===== src/rtl/progress_pkg.sv =====
// Shared types for the countdown progress bar: divider FSM states and pixel colours.
package progress_pkg;

   typedef enum logic [1:0] {IDLE, DIV, DONE} div_state_t;

   typedef struct packed {
      logic [3:0] r;
      logic [3:0] g;
      logic [3:0] b;
   } rgb_t;

   localparam rgb_t BLACK  = 12'h000;
   localparam rgb_t GREY   = 12'hAAA;
   localparam rgb_t GREEN  = 12'h0A0;
   localparam rgb_t YELLOW = 12'hFF5;
   localparam rgb_t RED    = 12'hA00;

endpackage


===== src/rtl/seq_divider.sv =====
// Restoring divider, one quotient bit per clock; quo is valid while done is high.
module seq_divider
   import progress_pkg::*;
#(
   parameter int NUM_W = 16,
   parameter int DEN_W = 8
) (
   input  logic             CLK,
   input  logic             RESET_N,
   input  logic             start,
   input  logic [NUM_W-1:0] num,
   input  logic [DEN_W-1:0] den,
   output logic             busy,
   output logic             done,
   output logic [NUM_W-1:0] quo
);

   localparam int CW = $clog2(NUM_W + 1);

   div_state_t       state, nxt;
   logic [NUM_W-1:0] q_sh;
   logic [DEN_W-1:0] acc;
   logic [CW-1:0]    cnt;
   logic [DEN_W:0]   trial;
   logic             ge;

   // q_sh shifts the numerator out at the top while quotient bits enter at the bottom
   assign trial = {acc, q_sh[NUM_W-1]};
   assign ge    = trial >= {1'b0, den};

   always_ff @(posedge CLK or negedge RESET_N) begin
      if (!RESET_N) begin
         state <= IDLE;
         q_sh  <= '0;
         acc   <= '0;
         cnt   <= '0;
      end else begin
         state <= nxt;
         case (state)
            IDLE: if (start) begin
               q_sh <= num;
               acc  <= '0;
               cnt  <= '0;
            end
            DIV: begin
               acc  <= ge ? DEN_W'(trial - {1'b0, den}) : trial[DEN_W-1:0];
               q_sh <= {q_sh[NUM_W-2:0], ge};
               cnt  <= cnt + 1'b1;
            end
            default: ;
         endcase
      end
   end

   always_comb begin
      nxt = state;
      case (state)
         IDLE:    if (start) nxt = DIV;
         DIV:     if (cnt == CW'(NUM_W - 1)) nxt = DONE;
         DONE:    nxt = IDLE;
         default: nxt = IDLE;
      endcase
   end

   assign busy = state != IDLE;
   assign done = state == DONE;
   assign quo  = q_sh;

endmodule


===== src/rtl/progress_bar.sv =====
// Countdown progress bar overlay: fill length is recomputed once per frame, pixels drawn with 1-cycle latency.
module progress_bar
   import progress_pkg::*;
#(
   parameter int X0           = 10,
   parameter int Y0           = 60,
   parameter int BAR_W        = 10,
   parameter int BAR_H        = 360,
   parameter int MAX_SECS     = 180,
   parameter int ZONE_HI      = 120,
   parameter int ZONE_LO      = 60,
   parameter int ORIENT       = 0,
   parameter int BLINK_SECS   = 10,
   parameter int BLINK_FRAMES = 16
) (
   input  logic       CLK,
   input  logic       RESET_N,
   input  logic [5:0] minutes,
   input  logic [5:0] seconds,
   input  logic [9:0] DrawX,
   input  logic [9:0] DrawY,
   input  logic       frame_start,
   output logic [3:0] red,
   output logic [3:0] green,
   output logic [3:0] blue,
   output logic       bar_active
);

   localparam int L      = (ORIENT == 0) ? BAR_H - 1 : BAR_W - 1;
   localparam int REM_W  = $clog2(MAX_SECS + 1);
   localparam int NUM_W  = $clog2(MAX_SECS * L + 1);
   localparam int FILL_W = $clog2(L + 1);
   localparam int FC_W   = (BLINK_FRAMES > 1) ? $clog2(BLINK_FRAMES) : 1;

   logic [11:0]       tot;
   logic [REM_W-1:0]  rem_r, rem_lat, rem_frame;
   logic [FILL_W-1:0] fill_len;
   logic [FC_W-1:0]   frame_cnt;
   logic              blink_phase;
   logic              start, busy, done;
   logic [NUM_W-1:0]  quo;

   assign tot   = 12'(minutes) * 12'd60 + 12'(seconds);
   assign start = frame_start & ~busy;

   always_ff @(posedge CLK or negedge RESET_N) begin
      if (!RESET_N) begin
         rem_r       <= '0;
         rem_lat     <= '0;
         rem_frame   <= '0;
         fill_len    <= '0;
         frame_cnt   <= '0;
         blink_phase <= 1'b0;
      end else begin
         rem_r <= (tot > 12'(MAX_SECS)) ? REM_W'(MAX_SECS) : REM_W'(tot);
         if (start) rem_lat <= rem_r;
         // commit both together so a frame never mixes old and new values
         if (done) begin
            fill_len  <= FILL_W'(quo);
            rem_frame <= rem_lat;
         end
         if (frame_start) begin
            if (frame_cnt == FC_W'(BLINK_FRAMES - 1)) begin
               frame_cnt   <= '0;
               blink_phase <= ~blink_phase;
            end else begin
               frame_cnt <= frame_cnt + 1'b1;
            end
         end
      end
   end

   seq_divider #(
      .NUM_W (NUM_W),
      .DEN_W (REM_W)
   ) u_div (
      .CLK     (CLK),
      .RESET_N (RESET_N),
      .start   (start),
      .num     (NUM_W'(int'(rem_r) * L)),
      .den     (REM_W'(MAX_SECS)),
      .busy    (busy),
      .done    (done),
      .quo     (quo)
   );

   int   px, py, fl, rf;
   logic in_span, on_edge, filled;
   rgb_t pix;

   assign px = int'(DrawX);
   assign py = int'(DrawY);
   assign fl = int'(fill_len);
   assign rf = int'(rem_frame);

   always_comb begin
      pix     = BLACK;
      in_span = (px >= X0) && (px <= X0 + BAR_W) && (py >= Y0) && (py <= Y0 + BAR_H);
      on_edge = (px == X0) || (px == X0 + BAR_W) || (py == Y0) || (py == Y0 + BAR_H);
      filled  = (rf != 0) && ((ORIENT == 0) ? (py >= Y0 + BAR_H - fl) : (px <= X0 + fl));
      if (in_span && !on_edge) begin
         if (!filled || (blink_phase && rf <= BLINK_SECS)) pix = GREY;
         else if (rf >= ZONE_HI)                           pix = GREEN;
         else if (rf >= ZONE_LO)                           pix = YELLOW;
         else                                              pix = RED;
      end
   end

   always_ff @(posedge CLK or negedge RESET_N) begin
      if (!RESET_N) begin
         red        <= '0;
         green      <= '0;
         blue       <= '0;
         bar_active <= 1'b0;
      end else begin
         red        <= pix.r;
         green      <= pix.g;
         blue       <= pix.b;
         bar_active <= in_span;
      end
   end

endmodule

===== config.mk =====
export PLATFORM = sky130hd
export DESIGN_NAME = progress_bar
export DESIGN_NICKNAME = d
export VERILOG_FILES = /design/src/rtl/progress_pkg.sv /design/src/rtl/seq_divider.sv /design/src/rtl/progress_bar.sv
export SDC_FILE = /design/constraint.sdc
export NUM_CORES = 1
export LEC_CHECK = 0
export ABC_AREA = 1
export BUFFER_PORTS_ARGS = -buffer_cell sky130_fd_sc_hd__buf_2
export CORE_MARGIN = 2
export CORE_UTILIZATION = 60
export DETAILED_ROUTE_END_ITERATION = 8
export HOLD_SLACK_MARGIN = 0.05
export PLACE_DENSITY = 0.79
export SETUP_SLACK_MARGIN = 0.15
export SKIP_CTS_REPAIR_TIMING = 1
export SLEW_MARGIN = 20
export SYNTH_ARGS = -nofsm -noshare
export SYNTH_HDL_FRONTEND = slang
export SYNTH_SLANG_ARGS = --single-unit
export TNS_END_PERCENT = 30

===== constraint.sdc =====
create_clock -name CLK -period 7.7 [get_ports CLK]
set_clock_uncertainty 0.1 [all_clocks]
set_input_delay 0.77 -clock CLK [delete_from_list [all_inputs] [get_ports CLK]]
set_output_delay 0.77 -clock CLK [all_outputs]
set_load 0.005 [all_outputs]

==> results <==
- The number of stages on the worst hold path is 1.
- Wire segments on met2 add up to 5940 um in the final route.
- The global-route wire length before repair is 20900 um.
- The analysis attributes to cell leakage a power of 3.43 nW.
- In the final routed layout, each cell accounts on average for 13.3 um.
- The critical path goes through fa_1 > inv_1 > fa_1 > fa_1 > inv_1 > fa_1 > ha_1 > nand2_1 > inv_1 > a21oi_1 > o21ai_0 > inv_1 > nor2_1 > nor2_1 > nand2_1 > nand3_1 > nand2_1.
- The chip width is 104 um.
- The count of antenna diodes in the layout is 0.
- The worst register-to-register path has a setup slack of 3.55 ns.
- The core region is 9770 um2.
- The synthesized design contains 74 register bits.
- Input and output buffers added on the ports amount to 47.
- Counting along the longest clock path gives a buffer depth of 2.
- The power share of the sequential group is 23.3%.
- Counting both buffers and inverters, the worst setup path holds a total of 4.
- For this block, the routed nets add up to 11900 um of wire.
- After global routing the overflow that remains totals 0.
- Leaving out fill and tap cells, the most frequent cells in the layout are inv_1, nand2_1, ha_1, dfrtp_1, o21ai_0.
- In the finished design, the share of the clock period the worst path needs comes to 54.0%.
- The congestion estimate from routability-driven global placement came to 0.860.
- After synthesis, the largest family of logic cells by area is adder cells.
- The parity-gate share of the synthesized area counting xor and xnor cells is 3.34%.
- The area share of fa/ha/maj cells after synthesis is 25.5%.
- In this run the top signal layer used is met4.
- Counting every net in the synthesized netlist gives 855.
- The area enclosed by the die boundary is 10900 um2.
- For this design the total switching power over the nets is 1.44 mW.
- The I/O pin count is 48.
- Clock latency on the worst-skew pair, taken at its later pin, is 0.36 ns.
- The setup path with the least slack is of type register to register.
- Global routing consumed, over all layers together, 23.3% of the routing resources.
- The detailed-routed wire length on met3 is 391 um.
- The number of DRC markers after the initial detailed-route iteration is 242.
- The wire length on met1 is 5480 um.
- Sequential cells were found to cover 30.7% of the synthesized design area.
- Setup repair after global routing left no endpoint under its margin.
- The worst slew margin relative to its limit is 39.2%.
- The relative contribution of the clock network to total power is 9.6%.
- The share of the synthesized area in compound gates (AO/OA/AOI/OAI) is 12.4%.
- The H-tree was split into 3 levels.
- The depth of the worst register-to-register path is 17.
- The clock root buffer is clkbuf_8.
- The final layout contains 897 nets.
- The worst register-to-register path ends at u_div.quo[12].
- Net switching is 49.2% of the power.
- The endpoint type of the worst setup path is a register.
- The worst path in the final design needs a cycle of 4.15 ns, including I/O delays and setup.
- The number of warning messages in the yosys log is 0.
- The number of global-route vias before repair came to 4684.
- The number of vias per cell after detailed routing is 5.44.
- The launching element of the worst setup path is rem_r[5].
- Summing internal, switching and leakage power gives 2.92 mW.
- The worst register-to-register path begins at rem_r[5].
- The via count is 4854.
- The internal power contribution is 1.48 mW.
- In the routed design, unresolved DRC markers number 0.
- Across the run, the number of max-cap violations was 0.
- The number of hold violations in the final report is 0.
- The power per cell area is 447 nW/um2.
- At the pin with the least slew margin, the transition time is 0.912 ns.
- Of the total power, combinational logic draws 67.1%.
- The critical path data required time is 7.88 ns.
- The cell with the largest stage delay on the worst path is fa_1.
- The largest vdd supply drop is 423 uV.
- The final hold slack is 0.377 ns.
- The most area-hungry cell type in the Yosys netlist is dfrtp_1.
- The class of the tightest hold or removal check is register to register.
- The kind of start point of the critical path is a register.
- The total number of clock tree sinks is 74.
- The TritonCTS buffer count is 9.
- The area fraction of the dominant cell type after synthesis is 30.7%.
- Yosys attributes the largest share of cell area to dfrtp_1, ha_1, fa_1, inv_1, nand2_1.
- The simple-gate portion of the synthesized area is 18.1%.
- Adding up every negative setup slack in the final design gives 0 ns.
- The cell area after technology mapping is 6030 um2.
- The kind of cell with the highest combined delay along the critical path is adder cells.
- The number of antenna violations at the first check in global routing is 0.
- The area growth from synthesis to layout is 8.19%.
- The most common library cell in the layout ignoring fill and taps is inv_1.
- In this run the number of cells on the critical path is 17.
- A synthesized cell averages 8.46 um2.
- The residual antenna-violating net count after detailed routing is 0.
- The hold path startpoint is blink_phase.
- The capturing element of the worst setup path is u_div.quo[12].
- The flow ran to the end, and the final reports show no timing, DRC or antenna violations.
- The starting density of the core is 61.7%.
- The multiplexer share of the synthesized area is 0.373%.
- In this run the worst path has a maximum fanout of 6.
- The fmax is 0.241 GHz.
- The first detailed-routing pass took 5 iterations.
- The final setup violation count is 0.
- Clock-pin slew was measured on the worst setup and hold paths at 0.09 ns.
- The instance count of the mapped netlist is 713.
- Of the cells placed in the final design, the portion with a size suffix greater than 1 is 12.2%.
- The number of rows in the core area is 36.
- The synthesized netlist contains 47 unique library cells.
- After legalization and detailed placement, the total HPWL measured 9350 um.
- The delay contributed by the slowest stage of the critical path is 0.57 ns.
- STA puts the critical path data arrival time at 4.34 ns.
- The pin count of the biggest net entering global routing is 75.
- The number of max-slew violations in the final report is 0.
- TritonCTS built the clock tree.
- The vertical die dimension is 104 um.
-- layout make-up --
type | count | area, um2
clock buffer | 9 | 124
clock inverter | 7 | 57.6
fill | 826 | 3250
inverter | 128 | 480
multi-input combinational | 494 | 3610
sequential | 74 | 1850
tap | 133 | 166
timing repair buffer | 48 | 243
-- state kept, by name, summed over array words and instances (netlist names), 2 cells and up --
register and flops:
rem_frame 8, frame_cnt 4, rem_lat 8, fill_len 9, u_div.cnt 5, rem_r 8
blue 2, u_div.state 2, u_div.quo 16, u_div.acc 8
-- cells by family after synthesis --
kind of cell | count (synthesis)
multiplexers | 2
buffers and inverters | 145
adder cells (fa/ha/maj) | 107
flip-flops | 74
AO/OA/AOI/OAI | 126
XOR/XNOR | 23
AND/OR/NAND/NOR | 236
-- synthesized netlist by cell type, drive strengths merged --
cell and n:
a31oi 2, a211oi 1, nand3 36, o31ai 2, a22oi 10, nor2b 1
mux2 2, a22o 2, and3 1, o22ai 3, nand3b 6, nand4 8
o32ai 1, inv 126, o21bai 3, nor3 6, ha 80, o21ai 55
clkbuf 7, dfrtp 74, and2 1, a21o 3, a21oi 32, o21a 2
buf 10, or2 4, xnor2 10, clkinv 2, a41oi 1, nand2 124
a211o 1, nor2 44, o221ai 6, o211ai 2, nor4 4, xor2 13
fa 27, nor3b 1
-- power by group through the flow --
| stage | Combinational [mW] | Clock (mW) | Sequential (mW) |
|---|---|---|---|
| after floorplan | 1.56 | 0 | 0.647 |
| after global placement | 1.87 | 0 | 0.676 |
| after detailed placement | 1.94 | 0 | 0.684 |
| after CTS | 1.96 | 0.286 | 0.678 |
| after global routing | 2.27 | 0.304 | 0.700 |
| final | 1.96 | 0.279 | 0.680 |
-- metal layers --
metal  global-route usage (%)  vias to the layer above
li1                         -                     2423
met1                     30.0                     2327
met2                     41.0                       93
met3                     3.82                       11
met4                     5.41                        0
met5                        0                        -
-- metrics by stage --
stage / cells / util [%] / cell area [um2] / worst slack, ns
after floorplan: 713 / - / 6030 / 3.84
after global placement: 877 / 64.9 / 6350 / 3.67
after detailed placement: 877 / 64.9 / 6350 / 3.54
after CTS: 893 / 66.8 / 6530 / 3.54
after global routing: 893 / 66.8 / 6530 / 3.26
final: 893 / 66.8 / 6530 / 3.55
-- worst min-delay path by stage --
stage	end	slack (ns)
floorplan	blink_phase	0.34
finish	blink_phase	0.38
detailed placement	blink_phase	0.36
global route	blink_phase	0.42
CTS	blink_phase	0.38
global placement	blink_phase	0.36
(Power assumes the default switching activity.)
